--- src/rtl/tx_fm0_encoder.sv ---
// FM0 backscatter reply encoder: optional pilot, preamble, data, optional CRC-16, then dummy-1.
// Latency: first preamble half-symbol starts 1 clk after tx_start (trext=0); the pilot goes first when trext=1.
// Backpressure: none; bit_req pulls one bit per symbol, and the source must present it on the next clock.
//
// Ports:
//   clk        system clock
//   reset      asynchronous active-low reset
//   tx_start   one-cycle pulse; starts a frame (ignored while tx_busy)
//   trext      sampled with tx_start; 1 = prepend PILOT_LEN data-0 pilot symbols
//   crc_en     sampled with tx_start; 1 = append ~CRC-16 after the data
//   tx_bit_in  serial data bit, sampled one clock after bit_req
//   tx_last    marks the final data bit, sampled with tx_bit_in
//   bit_req    one-cycle strobe asking for the next data bit
//   tx_out     modulator level
//   tx_busy    frame in progress
//   tx_done    one-cycle end-of-frame pulse
module tx_fm0_encoder #(
    parameter int HALF_BIT_CYCLES = 4,
    parameter int PILOT_LEN       = 12
) (
    input  logic clk,
    input  logic reset,
    input  logic tx_start,
    input  logic trext,
    input  logic crc_en,
    input  logic tx_bit_in,
    input  logic tx_last,
    output logic bit_req,
    output logic tx_out,
    output logic tx_busy,
    output logic tx_done
);

    localparam int SYM_W = (PILOT_LEN > 16) ? $clog2(PILOT_LEN) : 4;

    localparam logic [7:0]       HALF_LAST  = 8'(HALF_BIT_CYCLES - 1);
    localparam logic [SYM_W-1:0] PILOT_LAST = SYM_W'(PILOT_LEN - 1);
    localparam logic [SYM_W-1:0] PRE_LAST   = SYM_W'(5);
    localparam logic [SYM_W-1:0] CRC_LAST   = SYM_W'(15);
    // Preamble half-symbols, first half in the MSB: FM0 1,0,1,0,violation,1.
    localparam logic [11:0]      PRE_PAT    = 12'b1101_0010_0011;

    typedef enum logic [2:0] {
        S_IDLE,
        S_PILOT,
        S_PREAMBLE,
        S_DATA,
        S_CRC,
        S_DUMMY,
        S_END
    } state_t;

    state_t           state;
    state_t           state_d;
    logic [7:0]       half_cnt;
    logic             half_sel;   // 0 = first half of the symbol, 1 = second half
    logic [SYM_W-1:0] sym_cnt;
    logic             level;      // line level at the end of the previous symbol
    logic             bit_cur;
    logic             last_cur;
    logic             crc_en_q;
    logic [15:0]      crc;

    logic             half_end;
    logic             sym_end;
    logic [3:0]       pre_idx;
    logic             pre_bit;
    logic             crc_bit;
    logic             sym_bit;
    logic             fm0_lvl;
    logic             crc_fb;
    logic [15:0]      crc_nxt;

    assign half_end = (half_cnt == HALF_LAST);
    assign sym_end  = half_end && half_sel;
    assign pre_idx  = {sym_cnt[2:0], half_sel};
    assign pre_bit  = PRE_PAT[4'd11 - pre_idx];
    assign crc_bit  = ~crc[4'd15 - sym_cnt[3:0]];

    assign crc_fb   = crc[15] ^ tx_bit_in;
    assign crc_nxt  = {crc[14:0], 1'b0} ^ (crc_fb ? 16'h1021 : 16'h0000);

    // Symbol value for the FM0 states; pilot is all zeros, dummy is a one.
    always_comb begin
        sym_bit = 1'b0;
        case (state)
            S_DATA:  sym_bit = bit_cur;
            S_CRC:   sym_bit = crc_bit;
            S_DUMMY: sym_bit = 1'b1;
            default: sym_bit = 1'b0;
        endcase
    end

    // First half always inverts from the previous symbol; the second half
    // inverts again only for a zero. bit_cur is not yet valid during the first
    // data clock, but the first half does not depend on it.
    assign fm0_lvl = half_sel ? (sym_bit ? ~level : level) : ~level;

    always_ff @(posedge clk or negedge reset) begin
        if (!reset) begin
            state <= S_IDLE;
        end else begin
            state <= state_d;
        end
    end

    always_comb begin
        state_d = state;
        tx_out  = 1'b0;
        bit_req = 1'b0;
        tx_busy = 1'b0;
        tx_done = 1'b0;
        case (state)
            S_IDLE: begin
                if (tx_start) begin
                    state_d = trext ? S_PILOT : S_PREAMBLE;
                end
            end
            S_PILOT: begin
                tx_busy = 1'b1;
                tx_out  = fm0_lvl;
                if (sym_end && sym_cnt == PILOT_LAST) begin
                    state_d = S_PREAMBLE;
                end
            end
            S_PREAMBLE: begin
                tx_busy = 1'b1;
                tx_out  = pre_bit;
                if (sym_end && sym_cnt == PRE_LAST) begin
                    bit_req = 1'b1;
                    state_d = S_DATA;
                end
            end
            S_DATA: begin
                tx_busy = 1'b1;
                tx_out  = fm0_lvl;
                if (sym_end) begin
                    if (last_cur) begin
                        state_d = crc_en_q ? S_CRC : S_DUMMY;
                    end else begin
                        bit_req = 1'b1;
                    end
                end
            end
            S_CRC: begin
                tx_busy = 1'b1;
                tx_out  = fm0_lvl;
                if (sym_end && sym_cnt == CRC_LAST) begin
                    state_d = S_DUMMY;
                end
            end
            S_DUMMY: begin
                tx_busy = 1'b1;
                tx_out  = fm0_lvl;
                if (sym_end) begin
                    state_d = S_END;
                end
            end
            S_END: begin
                tx_done = 1'b1;
                state_d = S_IDLE;
            end
            default: state_d = S_IDLE;
        endcase
    end

    always_ff @(posedge clk or negedge reset) begin
        if (!reset) begin
            half_cnt <= 8'd0;
            half_sel <= 1'b0;
            sym_cnt  <= '0;
            level    <= 1'b0;
            bit_cur  <= 1'b0;
            last_cur <= 1'b0;
            crc_en_q <= 1'b0;
            crc      <= 16'hFFFF;
        end else begin
            // Timing counters restart on every state change so each field
            // begins on a clean half-symbol boundary.
            if (state_d != state) begin
                half_cnt <= 8'd0;
                half_sel <= 1'b0;
                sym_cnt  <= '0;
            end else if (state != S_IDLE && state != S_END) begin
                if (half_end) begin
                    half_cnt <= 8'd0;
                    half_sel <= ~half_sel;
                    if (half_sel) begin
                        sym_cnt <= sym_cnt + SYM_W'(1);
                    end
                end else begin
                    half_cnt <= half_cnt + 8'd1;
                end
            end

            // Preamble ends high regardless of what preceded it.
            if (state == S_IDLE) begin
                level <= 1'b0;
            end else if (sym_end) begin
                level <= (state == S_PREAMBLE) ? 1'b1 : tx_out;
            end

            if (state == S_IDLE && tx_start) begin
                crc      <= 16'hFFFF;
                crc_en_q <= crc_en;
            end

            // Data bit arrives one clock after bit_req, i.e. the first clock of the symbol.
            if (state == S_DATA && !half_sel && half_cnt == 8'd0) begin
                bit_cur  <= tx_bit_in;
                last_cur <= tx_last;
                crc      <= crc_nxt;
            end
        end
    end

endmodule
--- config.mk ---
export PLATFORM = sky130hd
export DESIGN_NAME = tx_fm0_encoder
export DESIGN_NICKNAME = d
export VERILOG_FILES = /design/src/rtl/tx_fm0_encoder.sv
export SDC_FILE = /design/constraint.sdc
export NUM_CORES = 1
export LEC_CHECK = 0
export BUFFER_PORTS_ARGS = -buffer_cell sky130_fd_sc_hd__buf_2
export CORE_MARGIN = 2
export CORE_UTILIZATION = 40
export CTS_BUF_LIST = sky130_fd_sc_hd__clkbuf_16
export DETAILED_ROUTE_END_ITERATION = 6
export GPL_ROUTABILITY_DRIVEN = 0
export MAX_ROUTING_LAYER = met4
export SYNTH_ARGS = -nofsm -noshare
export SYNTH_HDL_FRONTEND = slang
export SYNTH_SLANG_ARGS = --single-unit
--- constraint.sdc ---
create_clock -name clk -period 3.6 [get_ports clk]
set_input_delay 0.72 -clock clk [delete_from_list [all_inputs] [get_ports clk]]
set_output_delay 0.72 -clock clk [all_outputs]
set_load 0.05 [all_outputs]
==> results.py <==
metrics = {
    "timing": {
        "fin_crit_sh_pct": 86.25,
        "skew_ns": 0.005190,
        "slew_headroom_pct": 45.92,
        "period_needed_ns": 3.105,
        "hold_violations": 0,
        "drv_slew": 0,
        "setup_viol": 0,
        "fin_ws_ns": 0.4951,
        "max_freq_mhz": 322.1,
        "worstMarginPinSlew_ns": 0.8112,
        "tns_ns": 0,
        "rsz0062_at_grt": "no",
    },
    "route": {
        "drc_errors": 0,
        "route.met2.wl_mm": 1.902,
        "wl_met1_mm": 2.074,
        "wl_per_cell_um": 14.05,
        "ant_nets": 0,
        "routed.top_layer": "met4",
        "drt_iter0_markers": 119,
        "drt_wl_total_mm": 4.271,
        "via_count": 1580,
        "viasPerCell": 5.197,
        "wl_met3_um": 200,
        "first_pass_iters": 4,
    },
    "yosys": {
        "synth_cell_types": 49,
        "synth_area_sq_mm": 0.002140,
        "ys_ff_latch": 36,
        "syn-num-nets": 240,
        "yosysWarningCount": 0,
        "async_reset_ff_share_pct": 100.0,
        "synth-seq-area-share_pct": 43.04,
        "syn_inst": 228,
        "synth-edff-count": 0,
        "avgSynthCellArea_sq_um": 9.384,
        "ys.flop_type": "dfrtp_1",
    },
    "clock_tree": {
        "clock_latency_ns": 0.28,
        "cts_made_buffers": 5,
        "clkSlewWorstSetupHoldPaths_ns": 0.06,
        "clockBufferDepth": 2,
        "clockRootBuffer": "clkbuf_16",
        "cts_setup_buffers": 0,
        "cts_resized": 0,
        "hold_buffers": 0,
        "clkSinkCount": 36,
        "htreeDepth": 2,
        "cts_tree": "built",
    },
    "power": {
        "power_frac_comb_pct": 33.9,
        "p_clk_share_pct": 28.0,
        "seqPwrFrac_pct": 38.0,
        "p_int_mw": 1.090,
        "p_switching_mw": 0.6689,
        "p_leak_nw": 0.9872,
        "power.share.switching_pct": 38.03,
        "ir_worst_vdd_mv": 0.2503,
        "p_per_area_mw_per_mm2": 738.3,
    },
    "floorplanning": {
        "core_area_sq_mm": 0.005140,
        "die-area_sq_mm": 0.005950,
        "die-width_um": 77.14,
        "row_count": 26,
        "chipHeight_um": 77.14,
        "initial_core_util_pct": 41.63,
        "io_pins": 11,
    },
    "grt": {
        "grt_first_pass_wirelength_mm": 7.424,
        "antenna_found_initial": 0,
        "grt_usage_pct": 16.25,
        "first_global_vias": 1537,
        "overflow": 0,
        "grt_max_degree": 37,
    },
    "placement": {
        "dpl_worst_slack_ns": 0.7782,
        "placed_cells": 296,
        "portBuffers": 10,
        "dp_hpwl_mm": 2.856,
    },
    "status": {
        "outcome": "finished, final reports clean",
    },
    "setup_path": {
        "criticalPathCategory": "register to output port",
        "path_max_fanout": 10,
        "critPathArrivalTime_ns": 2.38,
        "cp.required_ns": 2.88,
        "crit_path_end_kind": "output port",
        "startpoint_type": "register",
    },
    "final_layout": {
        "fin_nets": 245,
        "area_growth_pct": 11.34,
        "drive_gt1_share_pct": 20.09,
        "antenna_cells": 0,
        "instances_no_fill": 304,
    },
    "job": {
        "maxCapViolations": 0,
    },
    "min_path": {
        "min_path_type": "register to register",
    },
}
==> power groups by stage <==
stage | logic [mW] | registers [mW] | clock network, mW
floorplan | 0.558 | 0.593 | 0
global placement | 0.597 | 0.674 | 0
detailed placement | 0.597 | 0.675 | 0
CTS | 0.601 | 0.668 | 0.507
global route | 0.668 | 0.688 | 0.527
finish | 0.597 | 0.669 | 0.493
==> layout make-up <==
cell class | instances | area [sq um]
sequential | 36 | 920.9
clock inverter | 3 | 41.29
inverter | 6 | 22.52
multi-input combinational | 172 | 1120
timing repair buffer | 12 | 65.06
fill | 511 | 2758
tap | 70 | 87.58
clock buffer | 5 | 125.1
==> sequential cells by signal, indices dropped and copies added (netlist names) <==
signal	cells
crc	16
half_cnt	8
sym_cnt	4
state	3
bit_cur	1
crc_en_q	1
half_sel	1
last_cur	1
level	1
==> path summary, 6_finish.rpt <==
path	cells after the start	start	end	slack (ns)
worst max-delay path	7	sym_cnt[0]	tx_out	0.50
worst min-delay path	1	crc_en_q	crc_en_q	0.51
worst max register to register	7	state[0]	half_cnt[0]	1.25
worst min register to register	1	crc_en_q	crc_en_q	0.51
max in group asynchronous	1	reset	sym_cnt[2]	2.55
min in group asynchronous	1	reset	half_cnt[6]	0.52
==> worst max-delay path: stages, from the launching register on <==
cell and delay (ns):
dfrtp_1 0.59, mux4_1 0.60, mux2i_1 0.15, o211a_1 0.20
nor2_1 0.06, xor2_1 0.14, o22ai_2 0.09, buf_2 0.28
==> Yosys cell counts (all sizes together) (4+ instances only) <==
cell	instances	area share [%]
nor2	52	9.1
a21oi	23	5.4
dfrtp	20	23
dfstp	16	20
nand2	14	2.5
xor2	13	5.3
buf	9	2.7
o21ai	8	2.0
inv	6	1.1
clkbuf	5	0.88
ha	5	2.9
mux4	4	4.6
nand4	4	1.9
nor3	4	0.94
==> logic make-up after synthesis <==
| group | share of synthesized area [%] |
|---|---|
| AO/OA/AOI/OAI | 12.51 |
| XOR/XNOR | 6.550 |
| buffers and inverters | 4.620 |
| AND/OR/NAND/NOR | 23.27 |
| adder cells (fa/ha/maj) | 2.924 |
| multiplexers | 7.076 |
| flip-flops | 43.04 |
==> metrics by stage <==
step	cell area, sq um	hold WS, ns	total power [mW]	utilization [%]
4_1_cts	2382	0.5126	1.776	46.35
3_3_place_gp	2216	0.4937	1.271	43.11
2_1_floorplan	2140	0.4244	1.151	-
5_1_grt	2382	0.5260	1.883	46.35
6_report	2382	0.5119	1.759	46.35
3_5_place_dp	2216	0.4999	1.272	43.11
==> layout by cell type, fill, tap and decap left out, drive strengths merged, types with 5 or more instances in the layout <==
| cell | instances |
|---|---|
| buf | 12 |
| dfstp | 16 |
| nand2 | 14 |
| nor2 | 52 |
| ha | 5 |
| a21oi | 23 |
| o21ai | 8 |
| dfrtp | 20 |
| inv | 7 |
| clkbuf | 5 |
| xor2 | 13 |
==> routing by layer <==
layer	vias up	global-route usage [%]
met5	-	-
met4	0	6.607
met3	7	4.471
met2	27	23.83
met1	750	21.28
li1	796	-
No activity file was read; power rests on OpenSTA's default activity.
